## src/rtl/bus_arbiter.sv

```systemverilog
// bus_arbiter: round-robin arbiter for two serial-bus masters with slave-ID
// capture and a transfer watchdog.
module bus_arbiter #(
  parameter int SLAVE_LEN   = 2,
  parameter int TIMEOUT_LEN = 12,
  parameter int TIMEOUT     = 4095
) (
  input  logic                    clk,
  input  logic                    reset,
  input  logic [1:0]              approval_request,
  input  logic [1:0]              trans_done,
  input  logic [1:0]              tx_slave_select,
  output logic [1:0]              approval_grant,
  output logic                    arbitor_busy,
  output logic                    bus_busy,
  output logic                    master_sel,
  output logic [2**SLAVE_LEN-1:0] slave_sel,
  output logic                    slave_sel_valid,
  output logic                    timeout
);
  localparam int NS = 2**SLAVE_LEN;
  localparam int CW = $clog2(SLAVE_LEN + 1);
  localparam logic [1:0] IDLE = 2'd0, SSEL = 2'd1, XFER = 2'd2;
  logic [1:0]             state;
  logic                   last_master;
  logic [CW-1:0]          bit_cnt;
  logic [SLAVE_LEN-1:0]   id_shift, id_next;
  logic [TIMEOUT_LEN-1:0] wd_cnt;
  logic                   winner, req_m, done_m, wd_hit;
  always_comb begin
    winner  = approval_request[1] & (~approval_request[0] | ~last_master);
    req_m   = approval_request[master_sel];
    done_m  = trans_done[master_sel];
    wd_hit  = wd_cnt == TIMEOUT_LEN'(TIMEOUT - 1);
    id_next = SLAVE_LEN'({id_shift, tx_slave_select[master_sel]});
  end
  always_ff @(posedge clk) begin
    if (!reset) begin
      state           <= IDLE;
      approval_grant  <= '0;
      arbitor_busy    <= 1'b0;
      bus_busy        <= 1'b0;
      master_sel      <= 1'b0;
      slave_sel       <= '0;
      slave_sel_valid <= 1'b0;
      timeout         <= 1'b0;
      last_master     <= 1'b1;
      bit_cnt         <= '0;
      id_shift        <= '0;
      wd_cnt          <= '0;
    end else begin
      timeout <= 1'b0;
      case (state)
        IDLE: if (|approval_request) begin
          state          <= SSEL;
          approval_grant <= winner ? 2'b10 : 2'b01;
          master_sel     <= winner;
          last_master    <= winner;
          arbitor_busy   <= 1'b1;
          bus_busy       <= 1'b1;
          bit_cnt        <= '0;
        end
        SSEL: if (!req_m) begin
          state          <= IDLE;
          approval_grant <= '0;
          arbitor_busy   <= 1'b0;
          bus_busy       <= 1'b0;
        end else begin
          id_shift <= id_next;
          bit_cnt  <= bit_cnt + 1'b1;
          if (bit_cnt == CW'(SLAVE_LEN - 1)) begin
            state           <= XFER;
            slave_sel       <= NS'(1) << id_next;
            slave_sel_valid <= 1'b1;
            arbitor_busy    <= 1'b0;
            wd_cnt          <= '0;
          end
        end
        XFER: begin
          wd_cnt <= wd_cnt + 1'b1;
          // done beats both abort and expiry; only a pure expiry pulses timeout
          if (done_m | !req_m | wd_hit) begin
            state           <= IDLE;
            approval_grant  <= '0;
            bus_busy        <= 1'b0;
            slave_sel       <= '0;
            slave_sel_valid <= 1'b0;
            timeout         <= !done_m & req_m;
          end
        end
        default: state <= IDLE;
      endcase
    end
  end
endmodule

```

## config.mk

```make
export PLATFORM = sky130hd
export DESIGN_NAME = bus_arbiter
export DESIGN_NICKNAME = d
export VERILOG_FILES = /design/src/rtl/bus_arbiter.sv
export SDC_FILE = /design/constraint.sdc
export NUM_CORES = 1
export LEC_CHECK = 0
export BUFFER_PORTS_ARGS = -buffer_cell sky130_fd_sc_hd__buf_2
export CAP_MARGIN = 20
export CELL_PAD_IN_SITES_DETAIL_PLACEMENT = 1
export CELL_PAD_IN_SITES_GLOBAL_PLACEMENT = 2
export CORE_ASPECT_RATIO = 0.75
export CORE_UTILIZATION = 35
export CTS_BUF_LIST = sky130_fd_sc_hd__clkbuf_8 sky130_fd_sc_hd__clkbuf_16
export CTS_CLUSTER_SIZE = 30
export DETAILED_ROUTE_END_ITERATION = 12
export PLACE_DENSITY_LB_ADDON = 0.12
export SLEW_MARGIN = 20
export SYNTH_ARGS = -nofsm -noshare
export SYNTH_HDL_FRONTEND = slang
export SYNTH_SLANG_ARGS = --single-unit
```

## constraint.sdc

```tcl
create_clock -name clk -period 2.5 [get_ports clk]
set_input_delay 0 -clock clk [delete_from_list [all_inputs] [get_ports clk]]
set_output_delay 0 -clock clk [all_outputs]
set_load 0.03 [all_outputs]
```

== Word-level counts from Yosys, hierarchy flattened ==
Index checks and enable logic that the tools add are counted.
Operators by class
  add/sub/neg operators: 2
  $lt $le $gt $ge: 1
  eq/ne operators: 10
  shift operators: 1
  muxes and demuxes: 35
  bitwise logic cells: 7
  reduce and logical (&&, ||, !) cells: 16
Operator list (count)
  12-bit 2-to-1 mux: 2
  12-bit case mux with 2 select lines: 1
  2-bit 2-to-1 mux: 9
  3-bit AND reduction: 5
  1-bit 2-to-1 mux: 13
  12-bit by 1-bit adder with 12-bit output (second input constant): 1
  12-bit == test (second input constant): 1
  4-bit 2-to-1 mux: 3
  2-bit case mux with 3 select lines: 2
  2-bit inequality test (second input constant): 5
  4-bit case mux with 2 select lines: 1
  4-bit AND reduction: 2
  2-bit by 1-bit == test with 1-bit output (second input constant): 2
  1-bit case mux with 2 select lines: 2
  2-bit case mux with 2 select lines: 1
  2-bit AND reduction: 2
  2-bit nonzero test: 2
  1-bit by 2-bit << shifter with 4-bit output (first input constant): 1
  3-bit inequality test (second input constant): 1
  1-bit OR: 3
  1-bit case mux with 3 select lines: 1
  3-bit nonzero test: 1
  2-bit by 1-bit adder with 2-bit output (second input constant): 1
  1-bit AND: 2
  other kinds (6): 8
Storage, ports and cells
  bits in registers: 29
  bits of input ports: 8
  output and inout port bits: 11
  word-level logic and storage cells: 84

== Depth between registers and ports, before layout ==
Gate-level depths: netlist of run 1.
  depth in word-level cells: 7
  depth in mapped cells: 8
  gate-level depth less buffers: 6

== Worst setup path before layout of run 1 ==
OpenSTA, ideal clock, no wires.
  path kind: reg-to-reg
  from: register master_sel
  to: register approval_grant[0]
  arrival: 1835 ps
  data required time: 2379 ps
  path slack: 544 ps
  cell stages (with the launch flop): 6
  buffers on the path: 1
  path through: dfxtp_1 > buf_4 > mux2i_1 > nor2_1 > a2111o_1 > mux2_4
Between the ends
  word-level cells in the longest chain between the ends: 7
  elaborated cells between the ends (all ways): 10
  those cells by class: 2 x eq/ne; 4 x mux; 2 x bitwise; 2 x reduce/logical
RTL lines
  from (decl): line 16  | output logic master_sel,
  from (signal assigned): line 57  | master_sel <= winner;
  1-bit 2-to-1 mux (implied by the code) (2 in series): line 32  | req_m = approval_request[master_sel];
  1-bit zero test: line 82  | if (done_m | !req_m | wd_hit) begin
  1-bit OR (2 in series): line 82
  2-bit inequality test (no line)
  4-bit AND reduction (no line) (*)
  to (signal assigned): line 56  | approval_grant <= winner ? 2'b10 : 2'b01;
  to (decl): line 13  | output logic [1:0] approval_grant,
Every way passes the cells marked *; elsewhere a longest branch is shown, timed or not. The select of a mux whose other input is x is not followed.
A chain may end at the register's enable or synchronous reset.

== Worst setup path after layout of run 1 ==
  from: register state[1]
  to: register wd_cnt[3]
Between the ends
  word-level cells in the longest chain between the ends: 3
  elaborated cells between the ends (all ways): 7
  those cells by class: 4 x eq/ne; 1 x mux; 2 x reduce/logical
RTL lines
  from (decl): line 24  | logic [1:0] state;
  from (signal assigned): line 39  | state <= IDLE;
  from (signal assigned): line 55  | state <= SSEL;
  from (signal assigned): line 64  | state <= IDLE;
  2-bit by 1-bit == test with 1-bit output / 2-bit == test (equally long branches): line 53  | case (state)
  2-bit inequality test (no line) / 2-bit nonzero test (equally long branches)
  3-bit AND reduction (no line)
  to (signal assigned): line 80  | wd_cnt <= wd_cnt + 1'b1;
  to (decl): line 28  | logic [TIMEOUT_LEN-1:0] wd_cnt;
Several ways; a longest one is shown, not always the timed one.

==> results of run 1 <==
-- Yosys cell counts (all sizes together) (3+ instances only) --
cell type	number
o21ai	4
mux2i	7
nor2	8
inv	9
or4	8
nand4	4
and4	3
nand2	18
buf	6
mux2	3
ha	7
a311oi	5
a211oi	3
clkbuf	3
a21oi	19
o31ai	8
dfxtp	29
nand3	5
-- logic make-up (layout without fill, tap and decap cells) --
logic type | Yosys count | after routing
DFF | 29 | 29
buffers and inverters | 19 | 39
and+or+nand+nor | 62 | 62
AOI/OAI and AO/OA | 50 | 50
adders and majority gates | 7 | 7
muxes | 10 | 10
-- flip-flops by register name (all words and copies together) (netlist names), 2 cells and up --
name            count
wd_cnt             12
slave_sel           4
approval_grant      2
bit_cnt             2
state               2
-- worst reg2reg max path, delay by kind of cell (launching register included) --
family / cells / cell delay, ps
buffers and inverters: 1 / 80
DFF: 1 / 380
adders and majority gates: 1 / 320
and+or+nand+nor: 2 / 970
AOI/OAI and AO/OA: 2 / 310
-- final cells by class --
cell class / count / area, um^2
fillers: 490 / 2357
multi-input cells: 129 / 908.4
clock buffers: 5 / 68.82
inverters: 10 / 37.54
flip-flops and latches: 29 / 580.6
repair buffers: 22 / 122.6
well taps: 55 / 68.82
clock inverters: 2 / 35.03
-- metrics by stage --
stage	setup WS (ps)	instance area (um^2)	util	power [mW]	std cells
after floorplan	543.7	1570	-	0.7132	177
after global placement	491.5	1708	0.4087	0.7693	244
after detailed placement	374.6	1708	0.4087	0.7829	244
after CTS	342.1	1822	0.4359	1.267	252
after global routing	162.7	1822	0.4359	1.314	252
final	370.8	1822	0.4359	1.254	252
-- routing by layer --
metal  vias to the layer above  share of wire  track usage  wire [um]
met5                         -              0            0          0
met4                         0          0.014      0.07013         59
met3                         7          0.032      0.05191        134
met2                        21           0.43       0.3091       1771
met1                       692           0.53       0.2655       2184
li1                        701              -            -          -
-- final timing paths --
kind | end | from | cells past startpoint
worst max-delay path | wd_cnt[3] | state[1] | 6
worst min-delay path | master_sel | approval_request[0] | 4
worst max register to register | wd_cnt[3] | state[1] | 6
worst min register to register | approval_grant[1] | approval_grant[1] | 2
-- power by group through the flow --
stage | logic, mW | registers, mW | clock network, mW
after floorplan | 0.164 | 0.549 | 0
after detailed placement | 0.257 | 0.526 | 0
after CTS | 0.260 | 0.516 | 0.491
final | 0.261 | 0.516 | 0.478
after global routing | 0.284 | 0.520 | 0.510
after global placement | 0.246 | 0.523 | 0
==> results.toml, run 1 <==
[status]
status = "completed"

[routing]
drt-vias-per-instance = 5.639
drt_iter0_markers = 75
first_pass_iters = 4
drc_errors = 0
wire_per_inst_um = 16.46
ant_nets = 0
wl_um = 4149
num_vias = 1421

[yosys]
synthXorXnorAreaFrac = 0
synth_top_area_share = 0.3697
ys_seq_area_frac = 0.3697
postSynthAreaPerCell_um2 = 8.872
synthMuxAreaShare = 0.06853
synth_top_family_by_area = "simple AND/OR/NAND/NOR gates"
async_reset_ff_frac = 0
yosysUniqueCellTypes = 44
synth_area_mm2 = 0.001570
synth_edf_count = 0
syn_inst = 177
yosys-top-cells-area = "dfxtp_1 37%, a21oi_1 6.1%, ha_1 5.6%, mux2i_1 4.5%, nand2_1 4.3%"
synth_warnings = 0
synth_compound_area_frac = 0.2223
synthAdderAreaFrac = 0.05578
synth_top_cell_by_area = "dfxtp_1"
synth_ff_type = "dfxtp_1"
synthesis.nets = 192
synth-simple-area-share = 0.2319
synth-seq-cells = 29

[power_and_ir_drop]
vdd_drop_max_v = 0.0002739
combPwrFrac = 0.208
cellPowerDensity_mw_per_mm2 = 688.6
seq_power_share = 0.411
clkPwrFrac = 0.381
leakage_nw = 0.6968
p_switching_mw = 0.3751
internal_power_mw = 0.8793
power_switching_share = 0.2991

[die]
ios = 19
design.die.area_mm2 = 0.004761
fp.coreArea_mm2 = 0.004179
start_util = 0.3757
die_w_um = 79.34
dieHeight_um = 60.01
rows = 20

[critical_path]
cp_slowest_cell = "or4_2"
critical-path-max-stage-delay_ps = 670
worstPathMaxFanout = 19
critPathBufInv = 1
end_kind = "flip-flop"
crit_type = "flip-flop to flip-flop"
cp.arrival_ps = 2340
crit_chain = "inv_1 -> ha_1 -> nor2b_1 -> a31oi_4 -> or4_2 -> a21oi_1"
crit_required_ps = 2710
crit_family = "simple AND/OR/NAND/NOR gates"
r2r_slack_ps = 370
cp-start-kind = "flip-flop"

[global_route]
gr-total-overflow = 0
grt_antenna_before_repair = 0
grt_usage = 0.1981
grt_pass1_vias = 1413
grt_first_pass_wirelength_um = 6913
grt_max_degree = 20

[cts]
clockBufferDepth = 2
path_clk_slew_ps = 70
root_buffer = "clkbuf_8"
cts_setup_buffers = 0
cts_tree = "built"
cts_buffers = 5
ctsResizeCount = 0
clk_latency_ps = 280
htreeDepth = 2
cts_hold_buf = 1
cts_sinks = 29

[finish]
antenna_cells = 0
syn_to_final_growth_pct = 16.02
layout_common_cells = "29 x dfxtp_1, 19 x a21oi_1, 18 x nand2_1, 18 x buf_2, 9 x inv_1"
final_common_cell = "dfxtp_1"
nets = 212
drive_above_1_share = 0.1878

[sta]
whs_ps = 122.3
clock_skew_ps = 3.891
fmaxAchievable_mhz = 469.7
min_period_ps = 2129
max_slew_margin = 0.6617
rsz0062_at_grt = "false"
final-setup-viol-count = 0
min_period_over_period = 0.8517
hold_viol = 0
fin_setup_tns_ps = 0
tightest_slew_ps = 506.4
slew_viol_final = 0

[run]
drv_cap = 0

[place]
port_buffers = 18
place_congestion = 0.7736
dp_hpwl_um = 3072

[min_path]
worstHoldPathType = "input port to flip-flop"
Power figures use the tool's default switching activity.
==> inputs of run 2 (changes only) <==
- RECOVER_POWER: default -> 100
==> run 2 against run 1 <==
Sequential share of layout area increased by 0.53 points. Worst setup slack got worse by 37 ps. Clock power hardly changed. Sequential power hardly changed. First-iteration DRC count decreased by 21%. Total power decreased by 0.71%. Clock-buffer cell count is the same. Critical path type unchanged. Highest routed layer unchanged.
==> results.toml, run 2 (synthesized netlist as in run 1, its figures left out) <==
[finish]
antenna_cells = 0
nFillCells = 498
final_common_cell = "dfxtp_1"
layout_common_cells = "29 x dfxtp_1, 19 x a21oi_1, 18 x nand2_1, 12 x clkbuf_1, 9 x inv_1"
nets = 212
top_regs = "wd_cnt x12, slave_sel x4"
syn_to_final_growth_pct = 14.10
drive_above_1_share = 0.1117
final_cell_count_no_fill = 252
largest_reg_flops = 12
utilization = 0.4287
fin_area_mm2 = 0.001792
top_register = "wd_cnt"

[run]
drv_cap = 0

[power_and_ir_drop]
clkPwrFrac = 0.385
finalPower_mw = 1.245
seq_power_share = 0.415
vdd_drop_max_v = 0.0002701
power_switching_share = 0.3016
leakage_nw = 0.6434
cellPowerDensity_mw_per_mm2 = 695.1
p_switching_mw = 0.3756
combPwrFrac = 0.200
internal_power_mw = 0.8699

[routing]
drt_iter0_markers = 59
drc_errors = 0
drt-vias-per-instance = 5.710
wl_um = 4158
wire_per_inst_um = 16.50
ant_nets = 0
first_pass_iters = 4
num_vias = 1439

[sta]
fin_setup_tns_ps = 0
worst_slack_ps = 333.6
min_period_ps = 2166
fmaxAchievable_mhz = 461.6
max_slew_margin = 0.4563
tightest_slew_ps = 812.9
min_period_over_period = 0.8666
hold_viol = 0
clock_skew_ps = 4.833
rsz0062_at_grt = "false"
whs_ps = 123.0
final-setup-viol-count = 0
slew_viol_final = 0

[global_route]
grt_antenna_before_repair = 0
gr-total-overflow = 0
grt_usage = 0.1981
grt_first_pass_wirelength_um = 6913
grt_max_degree = 20
grt_pass1_vias = 1413

[critical_path]
crit_required_ps = 2710
crit_type = "flip-flop to flip-flop"
end_kind = "flip-flop"
r2r_cells = 4
cp-start-kind = "flip-flop"
reg2reg_to = "wd_cnt[3]"
regToRegStartpoint = "master_sel"
cp.arrival_ps = 2380
r2r_slack_ps = 330
worstPathMaxFanout = 19

[cts]
path_clk_slew_ps = 70
ctsResizeCount = 0
clk_latency_ps = 290
cts_sinks = 29
cts_buffers = 5
root_buffer = "clkbuf_8"
cts_tree = "built"
clockBufferDepth = 2
htreeDepth = 2

[status]
status = "completed"

[min_path]
hold_start = "approval_request[0]"
hold_path_depth = 4
hold-path-endpoint = "master_sel"
worstHoldPathType = "input port to flip-flop"

[die]
ios = 19
dieHeight_um = 60.01
rows = 20
die_w_um = 79.34
design.die.area_mm2 = 0.004761
fp.coreArea_mm2 = 0.004179
start_util = 0.3757

[place]
port_buffers = 18
place_congestion = 0.7736
placed_cells = 244
dp_hpwl_um = 3072
preCtsSetupSlack_ps = 374.6
place_area_mm2 = 0.001708
-- run 2: cell types whose count changed in the layout (fill, tap and decap cells not counted), sizes merged --
cell    change
buf        -12
clkbuf     +12
-- run 2: power groups by stage --
stage	clock network (mW)	registers, mW	logic, mW
after floorplan	0	0.549	0.164
after global placement	0	0.523	0.246
after detailed placement	0	0.526	0.257
after CTS	0.491	0.516	0.260
after global routing	0.510	0.521	0.271
final	0.479	0.517	0.249
-- run 2: critical path: stages (launching register included) --
cell and delay (ps):
dfxtp_1 590, mux2_1 290, a31oi_2 330, or4_2 710, a21oi_1 160
-- run 2: per-layer routing --
layer	vias to the layer above	wire length [um]	part of all wire	GRT usage
li1	699	-	-	-
met2	25	1772	0.43	0.3091
met5	-	0	0	0
met3	7	132	0.032	0.05191
met1	708	2193	0.53	0.2655
met4	0	59	0.014	0.07013
-- run 2: final cells by class --
cell class                 count  area [um^2]  area share
inverter                      10        37.54     0.02095
clock inverter                 2        35.03     0.01955
multi-input combinational    129        895.9      0.5000
timing repair buffer          22        105.1     0.05866
tap                           55        68.82     0.03841
clock buffer                   5        68.82     0.03841
sequential                    29        580.6      0.3240
-- run 2: worst max-delay path by stage --
stage / startpoint / to / slack, ps / cells past startpoint
floorplan: master_sel / approval_grant[0] / 540 / 5
global placement: state[1] / slave_sel[0] / 490 / 7
detailed placement: state[1] / wd_cnt[3] / 370 / 6
CTS: state[1] / wd_cnt[3] / 340 / 6
global route: state[1] / wd_cnt[3] / 130 / 6
finish: master_sel / wd_cnt[3] / 330 / 4
-- run 2: what timing repair did --
| action | CTS | global route |
|---|---|---|
| setup buffers | 0 | 0 |
| hold endpoints to repair | 1 | 0 |
| hold buffers | 1 | 0 |
